**src/rtl/stoper_ctrl.sv**
```systemverilog
// Stopwatch command sequencer: debounces four buttons, decodes one-hot rising edges into
// clear/pause/up/down commands and drives the ticker controls and status LEDs from a small FSM.
module stoper_ctrl #(
    parameter int DEBOUNCE_CYCLES = 65536,
    parameter int CNT_W           = $clog2(DEBOUNCE_CYCLES + 1)
) (
    input  logic       clk,
    input  logic       reset,
    input  logic [3:0] btn,
    input  logic       end_reached,
    output logic       tick_reset,
    output logic       tick_stop,
    output logic       tick_count_up,
    output logic [2:0] led
);

    typedef enum logic [2:0] {
        S_IDLE,
        S_RUN_UP,
        S_RUN_DOWN,
        S_PAUSED,
        S_DONE
    } state_t;

    localparam logic [CNT_W-1:0] CNT_LAST = CNT_W'(DEBOUNCE_CYCLES - 1);
    localparam logic [CNT_W-1:0] CNT_ONE  = CNT_W'(1);

    logic [CNT_W-1:0] r_cnt [4];
    logic [3:0]       r_lvl;
    logic [3:0]       r_lvl_q;

    state_t           r_state;
    logic             r_dir;
    logic             r_tick_reset;
    logic             r_tick_stop;
    logic             r_tick_count_up;
    logic [2:0]       r_led;

    logic [3:0]       w_cmd;
    state_t           w_nxt_state;
    logic             w_nxt_dir;
    logic             w_nxt_clr;
    logic             w_nxt_run;
    logic [2:0]       w_nxt_led;

    // A level is accepted only after DEBOUNCE_CYCLES consecutive differing samples.
    always_ff @(posedge clk) begin
        if (reset) begin
            for (int i = 0; i < 4; i++) begin
                r_cnt[i] <= '0;
            end
            r_lvl   <= '0;
            r_lvl_q <= '0;
        end else begin
            r_lvl_q <= r_lvl;
            for (int i = 0; i < 4; i++) begin
                if (btn[i] != r_lvl[i]) begin
                    if (r_cnt[i] == CNT_LAST) begin
                        r_lvl[i] <= btn[i];
                        r_cnt[i] <= '0;
                    end else begin
                        r_cnt[i] <= r_cnt[i] + CNT_ONE;
                    end
                end else begin
                    r_cnt[i] <= '0;
                end
            end
        end
    end

    // An edge counts only when it is the sole held button, so a one-hot level with any rise.
    assign w_cmd = ($onehot(r_lvl) && ((r_lvl & ~r_lvl_q) != 4'b0000)) ? r_lvl : 4'b0000;

    always_comb begin
        w_nxt_state = r_state;
        w_nxt_dir   = r_dir;
        w_nxt_clr   = 1'b0;
        if (w_cmd[3]) begin
            w_nxt_state = S_IDLE;
            w_nxt_dir   = 1'b1;
            w_nxt_clr   = 1'b1;
        end else if (w_cmd[1]) begin
            w_nxt_state = S_RUN_UP;
            w_nxt_dir   = 1'b1;
        end else if (w_cmd[0]) begin
            w_nxt_state = S_RUN_DOWN;
            w_nxt_dir   = 1'b0;
        end else if (w_cmd[2]) begin
            case (r_state)
                S_RUN_UP, S_RUN_DOWN: w_nxt_state = S_PAUSED;
                S_PAUSED:             w_nxt_state = r_dir ? S_RUN_UP : S_RUN_DOWN;
                default:              w_nxt_state = r_state;
            endcase
        end else if (end_reached && (r_state == S_RUN_UP || r_state == S_RUN_DOWN)) begin
            w_nxt_state = S_DONE;
        end

        w_nxt_run = (w_nxt_state == S_RUN_UP) || (w_nxt_state == S_RUN_DOWN);
        case (w_nxt_state)
            S_RUN_UP:   w_nxt_led = 3'b010;
            S_RUN_DOWN: w_nxt_led = 3'b001;
            S_DONE:     w_nxt_led = 3'b100;
            default:    w_nxt_led = 3'b000;
        endcase
    end

    // tick_reset is held high through reset so the ticker clears alongside us.
    always_ff @(posedge clk) begin
        if (reset) begin
            r_state         <= S_IDLE;
            r_dir           <= 1'b1;
            r_tick_reset    <= 1'b1;
            r_tick_stop     <= 1'b1;
            r_tick_count_up <= 1'b1;
            r_led           <= 3'b000;
        end else begin
            r_state         <= w_nxt_state;
            r_dir           <= w_nxt_dir;
            r_tick_reset    <= w_nxt_clr;
            r_tick_stop     <= ~w_nxt_run;
            r_tick_count_up <= w_nxt_dir;
            r_led           <= w_nxt_led;
        end
    end

    assign tick_reset    = r_tick_reset;
    assign tick_stop     = r_tick_stop;
    assign tick_count_up = r_tick_count_up;
    assign led           = r_led;

endmodule

```
**config.mk**
```make
export PLATFORM = sky130hd
export DESIGN_NAME = stoper_ctrl
export DESIGN_NICKNAME = d
export VERILOG_FILES = /design/src/rtl/stoper_ctrl.sv
export SDC_FILE = /design/constraint.sdc
export NUM_CORES = 1
export LEC_CHECK = 0
export BUFFER_PORTS_ARGS = -buffer_cell sky130_fd_sc_hd__buf_2
export CAP_MARGIN = 0
export CORE_MARGIN = 2
export CORE_UTILIZATION = 67
export DETAILED_ROUTE_END_ITERATION = 6
export PLACE_DENSITY_LB_ADDON = 0.08
export SLEW_MARGIN = 20
export SYNTH_ARGS = -nofsm -noshare
export SYNTH_HDL_FRONTEND = slang
export SYNTH_SLANG_ARGS = --single-unit
```
**constraint.sdc**
```tcl
create_clock -name clk -period 4.25 [get_ports clk]
set_input_delay 0.425 -clock clk [delete_from_list [all_inputs] [get_ports clk]]
set_output_delay 0.425 -clock clk [all_outputs]
set_load 0.01 [all_outputs]
```
==> impl_results.md, run 1 <==
* Commonest cells in the netlist: nor2_1 (83), edfxtp_1 (68), xor2_1 (30)
* Synth Instances at 403
* Synthesized area per cell at 10.7 um^2
* Worst-Margin Slew at 563 ps
* Antenna violations before repair at 0
* Cell Area, Synth at 4300 um^2
* Share of layout cells above drive strength 1 at 0.0717
* Fin crit period at 2920 ps
* Top post-synthesis cells by area: edfxtp_1 (47%), dfxtp_1 (7.9%), nor2_1 (7.2%)
* Status: finished, final reports clean
* Crit path max fanout at 7
* Path type of the worst min-delay path: in2reg
* Synthesis warning total at 0
* Final setup skew at 7.63 ps
* Clock Root Buffer: clkbuf_8
* CP Class: reg2reg
* Worst-Skew Late Latency at 350 ps
* Postcts setup bufs at 0
* Drt first pass iters at 4
* Global route total overflow at 0
* Max Freq at 343 MHz
* Vias in the first global route at 3057
* Setup_tns at 0 ps
* Largest net degree at the start of global routing at 18
* Die area at 7070 um^2
* Count leader, synth: nor2_1
* WHS at 346 ps
* Via count at 2956
* Std cell rows at 29
* # hold bufs at CTS at 0
* Power Dens Cells at 349 nW/um^2
* Post-synth EDFFs at 68
* Clock-pin slew on the worst setup and hold paths at 70 ps
* Final #Nets at 501
* Req. time, crit path at 4530 ps
* Setup ws final at 1330 ps
* Routability cong. at 0.905
* Hold Crit Start: btn[3]
* Total of max-cap violations at 0
* CTS tree: yes
* Tot Pwr at 0.00171 W
* CP startpoint kind: register
* Initial drt markers at 115
* Initial core utilization at 0.685
* Final setup fails at 0
* CP startpoint: r_lvl[0]$_SDFFE_PP0P_
* Io pins at 13
* # fillers at 440
* Core area at 6280 um^2
* Gates resized, CTS repair at 0
* # DRC at 0
* Hold Vio Cnt, Final at 0
* Hpwl dp at 5080 um
* Antenna cells at 0
* Clock tree buffer depth at 2
* Peak VDD IR at 274 uV
* Clock buffer count from CTS at 9
* Via density at 5.23
* Pins Over Slew Limit at 0
* Final period utilization at 0.687
* RSZ-0062 raised after global routing: false
* H-tree levels at 3
* Nature of the critical path endpoint: register
* CTS Sinks at 85
* Post-synth cell types at 44
* R2R Path Start: r_lvl[0]$_SDFFE_PP0P_
* First-pass GRT wire length at 12600 um
* Biggest area consumer among synthesized cells: edfxtp_1
* Die Wd at 84.1 um
* Area growth syn-to-layout at 13.6%
* Top-area cell type share of the netlist area at 0.475
* Final WL at 7090 um
* Ys flop type: edfxtp_1
* Seq/Total Area, Yosys at 0.554
* Dpl ws at 1360 ps
* Wire per inst at 12.5 um
* Max-Slew Margin vs Limit at 0.625
* ANT nets after route at 0
* Async SR Flop Fraction at 0
* Synth Register Bits at 85
* Data arrival, critical path at 3200 ps
* Die Y at 84.1 um
* Global Route Usage Sum at 0.221
* Port Buffers at 12
* Pleak at 1.89 nW
[final cells by class]
| type | instances | area (um^2) | area share |
|---|---|---|---|
| Clock buffer | 11 | 131 | 0.0269 |
| Clock inverter | 5 | 98.8 | 0.0202 |
| Inverter | 20 | 75.1 | 0.0154 |
| Multi-Input combinational cell | 355 | 2040 | 0.417 |
| Sequential cell | 85 | 2380 | 0.488 |
| Tap cell | 77 | 96.3 | 0.0197 |
| Timing Repair Buffer | 12 | 60.1 | 0.0123 |
[state kept, by name, summed over array words and instances (netlist names)]
| signal | cells |
|---|---|
| led | 3 |
| r_cnt | 68 |
| r_lvl | 4 |
| r_lvl_q | 4 |
| r_state | 3 |
| tick_count_up | 1 |
| tick_reset | 1 |
| tick_stop | 1 |
[worst paths after layout]
path | to | slack (ps) | depth (start not counted)
setup / recovery | tick_stop$_SDFF_PP1_ | 1330 | 11
hold / removal | r_lvl[3]$_SDFFE_PP0P_ | 350 | 3
setup reg to reg | tick_stop$_SDFF_PP1_ | 1330 | 11
hold reg to reg | tick_count_up$_SDFFE_PP1P_ | 540 | 1
[power by group]
part | leakage, nW | total, W | internal [W] | switching [W]
clock network | 0.115 | 0.000660 | 0.000388 | 0.000272
registers | 0.837 | 0.000967 | 0.000937 | 0.0000298
logic | 0.943 | 0.0000789 | 0.0000298 | 0.0000491
total | 1.89 | 0.00171 | 0.00135 | 0.000351
[worst max-delay path, cell delays in order (launching register included)]
cell     delay [ps]
dfxtp_1         450
inv_1           150
fa_1            550
inv_1            40
ha_1            170
ha_1            310
nor3b_4         300
nand2_1          90
nor4b_1         290
o22ai_1         140
o31ai_2         130
mux2i_1         230
[cells in the final DEF, fill, tap and decap left out, types with 2 or more instances in the layout]
| cell type | count |
|---|---|
| conb_1 | 68 |
| xor2_1 | 30 |
| and2_1 | 6 |
| nand2b_1 | 3 |
| nor2_1 | 83 |
| nand2_1 | 23 |
| dfxtp_1 | 17 |
| edfxtp_1 | 68 |
| a31oi_1 | 3 |
| inv_1 | 19 |
| xnor2_1 | 24 |
| a21oi_1 | 8 |
| clkbuf_8 | 9 |
| and4_1 | 2 |
| buf_2 | 12 |
| o22ai_1 | 2 |
| nand3_1 | 18 |
| o21ai_0 | 12 |
| and3_1 | 11 |
| nor2b_1 | 4 |
| mux2i_1 | 5 |
| nand4_1 | 12 |
| ha_1 | 10 |
| clkbuf_1 | 2 |
| nor3_1 | 4 |
| bufinv_16 | 3 |
| or3_1 | 11 |
[kinds of logic after synthesis]
logic type | synth area share
fa+ha+maj | 0.0338
mux | 0.0116
compound gates | 0.0434
buf+inv | 0.0303
xor+xnor | 0.110
flops | 0.554
other cells | 0.000872
simple gates | 0.216
[metrics by stage]
step | std cells | utilization | instance area, um^2
after floorplan | 470 | - | 4550
final | 565 | 0.778 | 4880
after detailed placement | 549 | 0.741 | 4650
after global routing | 565 | 0.778 | 4880
after global placement | 549 | 0.741 | 4650
after CTS | 565 | 0.778 | 4880
[per-layer routing]
layer	share of wire	GRT usage
met1	0.44	0.271
met2	0.52	0.386
met3	0.033	0.0445
met4	0.0089	0.0836
met5	0	0
No activity file was read; power rests on OpenSTA's default activity.
==> run 2: changes to the inputs <==
ABC_AREA = 1   (was default)
CORE_UTILIZATION = 56   (was 67)
clock period = 2.63 ns   (was 4.25 ns; I/O delays follow)
==> impl_results.md, run 2 <==
* Nature of the critical path endpoint: register
* Global route total overflow at 0
* CP startpoint kind: register
* Peak VDD IR at 393 uV
* CTS Sinks at 85
* Setup_tns at 0 ps
* Synth Instances at 502
* Top post-synthesis cells by area: edfxtp_1 (46%), dfxtp_1 (7.6%), nand2_1 (7.0%)
* Req. time, crit path at 2750 ps
* Core area at 7730 um^2
* Die Wd at 93.4 um
* Dpl ws at -31.7 ps
* Biggest regs: r_cnt x68, r_lvl x4, r_lvl_q x4
* Biggest area consumer among synthesized cells: edfxtp_1
* Crit path max fanout at 5
* Std cell rows at 32
* Data arrival, critical path at 2750 ps
* Io pins at 13
* # DRC at 0
* Largest net degree at the start of global routing at 16
* # fillers at 580
* Antenna violations before repair at 0
* Routability cong. at 0.780
* Initial core utilization at 0.579
* Die Y at 93.4 um
* Initial drt markers at 181
* Power Dens Cells at 531 nW/um^2
* Path type of the worst min-delay path: in2reg
* Final #Nets at 631
* Slowest cell delay on critical path at 380 ps
* Final WL at 8120 um
* Cell Area, Synth at 4470 um^2
* Most common cell after layout, fill and taps aside: nand2_1
* Global Route Usage Sum at 0.188
* Post-route cell area at 5570 um^2
* Post-synth EDFFs at 68
* Port Buffers at 12
* Buf+Inv Stages, Crit Path at 1
* Pleak at 2.40 nW
* Clock buffer count from CTS at 9
* First-pass GRT wire length at 13000 um
* Ys flop type: edfxtp_1
* Seq/Total Area, Yosys at 0.532
* Commonest cells in the netlist: nand2_1 (84), inv_1 (80), edfxtp_1 (68)
* Max Freq at 380 MHz
* Clock-pin slew on the worst setup and hold paths at 90 ps
* Via count at 3498
* CP Class: reg2reg
* Synthesis warning total at 0
* Top reg by flops: r_cnt
* Status: finished, final reports clean
* Total of max-cap violations at 0
* Most frequent cells in the layout: nand2_1 (79), inv_1 (74), edfxtp_1 (68), conb_1 (68), nor2_1 (54)
* Pins Over Slew Limit at 0
* Clock Root Buffer: clkbuf_8
* ANT nets after route at 0
* Post-synth cell types at 39
* Antenna cells at 0
* Async SR Flop Fraction at 0
* CTS tree: yes
* Count leader, synth: nand2_1
* Final core occ at 0.721
* Top-area cell type share of the netlist area at 0.456
* Synth Register Bits at 85
* H-tree levels at 3
* Die area at 8720 um^2
* CP top delay family: simple AND/OR/NAND/NOR gates
* RSZ-0062 raised after global routing: true
* Vias in the first global route at 3157
* Area growth syn-to-layout at 24.5%
* Register area at 2380 um^2
* Area of the multi-input gates at 2190 um^2
* Setup ws final at 1.84 ps
* Hold Vio Cnt, Final at 0
* Largest register FFs at 68
* # hold bufs at CTS at 0
* Hpwl dp at 5580 um
* Final setup fails at 0
* Post-DP Area at 4970 um^2
* Final setup skew at 8.51 ps
* Worst-Skew Late Latency at 350 ps
* Synthesized area per cell at 8.91 um^2
* Clock tree buffer depth at 2
* Tot Pwr at 0.00296 W
* Fin crit period at 2630 ps
* Slowest CP cell: edfxtp_1
* Wire per inst at 11.3 um
* Via density at 4.86
* Drt first pass iters at 5
* Share of layout cells above drive strength 1 at 0.238
* Final period utilization at 0.999
* CP cell instances: ha_2 > nand2_2 > nor2_4 > nand2_2 > nor2_4 > nand3_2 > nor2_1 > nand3_1 > nor2_2 > nand2_1 > nor2_2 > ha_2 > a21oi_2 > and3_4 > inv_8 > a21oi_4 > o21a_1
-- run 2: stage by stage --
step                instances  hold WS (ps)
floorplan                 569           335
CTS                       705           158
detailed placement        689           460
global placement          689           458
finish                    720           170
global route              720           177
-- run 2: final cells by class --
cell class              count  area share
flip-flops and latches     85       0.428
multi-input cells         392       0.393
inverters                  88      0.0620
repair buffers             36      0.0445
clock inverters             7      0.0260
well taps                 102      0.0229
clock buffers               9      0.0222
repair inverters            1     0.00112
-- run 2: tightest hold or removal path, cell delays in order --
cell and delay, ps:
buf_2 100, inv_1 60, a21oi_1 50
-- run 2: logic make-up after synthesis --
logic type,after synthesis,synth area share
and+or+nand+nor,223,0.242
buffers and inverters,94,0.0805
xor gates and xnor gates,9,0.0176
other,1,0.000838
AOI/OAI and AO/OA,79,0.0942
adders and majority gates,11,0.0324
DFF,85,0.532
-- run 2: final timing paths --
path         slack (ps)  depth (start not counted)                          to                      start
max reg2reg           2                         17  r_cnt[3][11]$_SDFFCE_PP0P_  r_cnt[3][1]$_SDFFCE_PP0P_
min reg2reg         470                          2       r_lvl_q[1]$_SDFF_PP0_      r_lvl[1]$_SDFFE_PP0P_
min                 170                          3       r_lvl[1]$_SDFFE_PP0P_                     btn[1]
max                   2                         17  r_cnt[3][11]$_SDFFCE_PP0P_  r_cnt[3][1]$_SDFFCE_PP0P_
-- run 2: metal layers --
layer	track usage	share of wire	routed length, um
met2	0.333	0.49	4020
met1	0.229	0.46	3710
met3	0.0290	0.033	267
met5	0	0	0
met4	0.0772	0.015	119
-- run 2: repair_timing --
item / in CTS / in global routing
pin swaps: 0 / 29
setup endpoints to repair: 9 / 71
buffers inserted: 0 / 12
gates resized for setup: 3 / 75
cloned: 0 / 3
-- run 2: power by group --
group | switching, W | internal [W]
Combinational | 0.000117 | 0.0000644
Sequential | 0.0000437 | 0.00151
Clock | 0.000485 | 0.000734
==> run 3: changes to the inputs <==
PLACE_DENSITY = 0.76   (was default)
PLACE_DENSITY_LB_ADDON = default   (was 0.08)
==> impl_results.md, run 3 (synthesis gave the netlist of run 2 again) <==
* Status: finished, final reports clean
* Initial drt markers at 125
* Drt first pass iters at 4
* Global Route Usage Sum at 0.189
* Slowest cell delay on critical path at 380 ps
* Clock Root Buffer: clkbuf_8
* Biggest regs: r_cnt x68, r_lvl x4, r_lvl_q x4
* Cells after DPL at 689
* Buf+Inv Stages, Crit Path at 2
* Path type of the worst min-delay path: in2reg
* Most common cell after layout, fill and taps aside: nand2_1
* Hold Vio Cnt, Final at 0
* Worst-Skew Late Latency at 360 ps
* CTS tree: yes
* Hold path depth at 2
* Pins Over Slew Limit at 0
* # hold bufs at CTS at 0
* Final #Nets at 630
* Fin crit period at 2570 ps
* Largest register FFs at 68
* Std cell rows at 32
* Data arrival, critical path at 2690 ps
* Clock-pin slew on the worst setup and hold paths at 90 ps
* CP top delay family: simple AND/OR/NAND/NOR gates
* Wire per inst at 11.0 um
* Setup ws final at 59.1 ps
* First-pass GRT wire length at 13100 um
* Crit path max fanout at 5
* Clock tree buffer depth at 2
* Hold Crit Start: reset
* CTS Sinks at 85
* Final setup skew at 11.7 ps
* Total of max-cap violations at 0
* Initial core utilization at 0.579
* R2R Path Start: r_cnt[0][0]$_SDFFCE_PP0P_
* CP startpoint kind: register
* Req. time, crit path at 2750 ps
* FF-to-FF setup slack at 60 ps
* Area growth syn-to-layout at 21.3%
* Final setup fails at 0
* Pleak at 2.35 nW
* Most frequent CP cell: ha_2
* Dpl ws at -120 ps
* WHS at 172 ps
* Top reg by flops: r_cnt
* Largest net degree at the start of global routing at 15
* Max Freq at 389 MHz
* Core area at 7730 um^2
* Global route total overflow at 0
* Port Buffers at 12
* Peak VDD IR at 297 uV
* Die Y at 93.4 um
* # DRC at 0
* Die Wd at 93.4 um
* Hpwl dp at 5600 um
* Vias in the first global route at 3159
* # fillers at 584
* Antenna cells at 0
* Setup_tns at 0 ps
* Final WL at 7930 um
* Via density at 4.81
* Die area at 8720 um^2
* Final period utilization at 0.978
* CP Class: reg2reg
* Layout Cells excl Fill at 719
* Most frequent cells in the layout: nand2_1 (80), inv_1 (76), edfxtp_1 (68), conb_1 (68), nor2_1 (53)
* Via count at 3459
* Slowest CP cell: edfxtp_1
* Power Dens Cells at 491 nW/um^2
* Nature of the critical path endpoint: register
* Share of layout cells above drive strength 1 at 0.214
* Worst Hold Path EP: r_lvl_q[1]$_SDFF_PP0_
* H-tree levels at 3
* Worst-case reg-to-reg path depth at 15
* Routability cong. at 0.793
* Clock buffer count from CTS at 9
* ANT nets after route at 0
* CP cell instances: ha_2 > nand2_2 > inv_2 > nand2_4 > nor3_4 > nand3_2 > nor2_1 > nand3_1 > nor4_2 > ha_2 > a21oi_2 > and3_4 > buf_6 > o21ai_1 > a21oi_1
* Io pins at 13
* Reg2reg end: r_cnt[0][8]$_SDFFCE_PP0P_
* Antenna violations before repair at 0
* RSZ-0062 raised after global routing: true
-- run 3: area by class of cell --
| class | instances | area, um^2 | share of cell area |
|---|---|---|---|
| clock buffer | 10 | 138 | 0.0254 |
| clock inverter | 6 | 62.6 | 0.0115 |
| inverter | 88 | 335 | 0.0618 |
| multi-input combinational | 390 | 2110 | 0.389 |
| sequential | 85 | 2380 | 0.439 |
| tap | 102 | 128 | 0.0235 |
| timing repair buffer | 37 | 263 | 0.0484 |
| timing repair inverter | 1 | 7.51 | 0.00138 |
-- run 3: worst max path at each step --
stage / to / cells after the start / slack [ps] / from
after floorplan: r_cnt[2][8]$_SDFFCE_PP0P_ / 18 / 180 / r_cnt[2][0]$_SDFFCE_PP0P_
after global placement: r_cnt[3][11]$_SDFFCE_PP0P_ / 17 / -20 / r_cnt[3][0]$_SDFFCE_PP0P_
final: r_cnt[0][8]$_SDFFCE_PP0P_ / 15 / 60 / r_cnt[0][0]$_SDFFCE_PP0P_
after CTS: r_cnt[3][11]$_SDFFCE_PP0P_ / 17 / 40 / r_cnt[3][0]$_SDFFCE_PP0P_
after global routing: r_cnt[0][5]$_SDFFCE_PP0P_ / 15 / -100 / r_cnt[0][0]$_SDFFCE_PP0P_
after detailed placement: r_cnt[3][11]$_SDFFCE_PP0P_ / 17 / -120 / r_cnt[3][0]$_SDFFCE_PP0P_
-- run 3: where the power goes --
part	switching (W)	internal, W
Sequential	0.0000422	0.00151
Combinational	0.000111	0.0000628
Clock	0.000474	0.000461
Total	0.000627	0.00204
-- run 3: metal layers --
layer | track usage | routed length [um] | up-vias | share of wire
li1 | - | - | 1808 | -
met1 | 0.239 | 3600 | 1592 | 0.45
met2 | 0.317 | 3920 | 45 | 0.49
met3 | 0.0346 | 270 | 14 | 0.034
met4 | 0.0858 | 144 | 0 | 0.018
met5 | 0 | 0 | - | 0
-- run 3: timing repair --
action                                  4_1_cts  5_1_grt
endpoints found under the hold margin         0        0
cloned                                        1        1
endpoints found under the setup margin       10       68
buffers inserted                              0       12
gates resized for setup                       4       55
pin swaps                                     0       25
-- run 3: through the flow --
stage,area (um^2),total power (W),utilization
5_1_grt,5430,0.00277,0.702
3_5_place_dp,4970,0.00173,0.644
2_1_floorplan,4730,0.00169,-
6_report,5430,0.00266,0.702
4_1_cts,5190,0.00266,0.672
3_3_place_gp,4970,0.00172,0.644
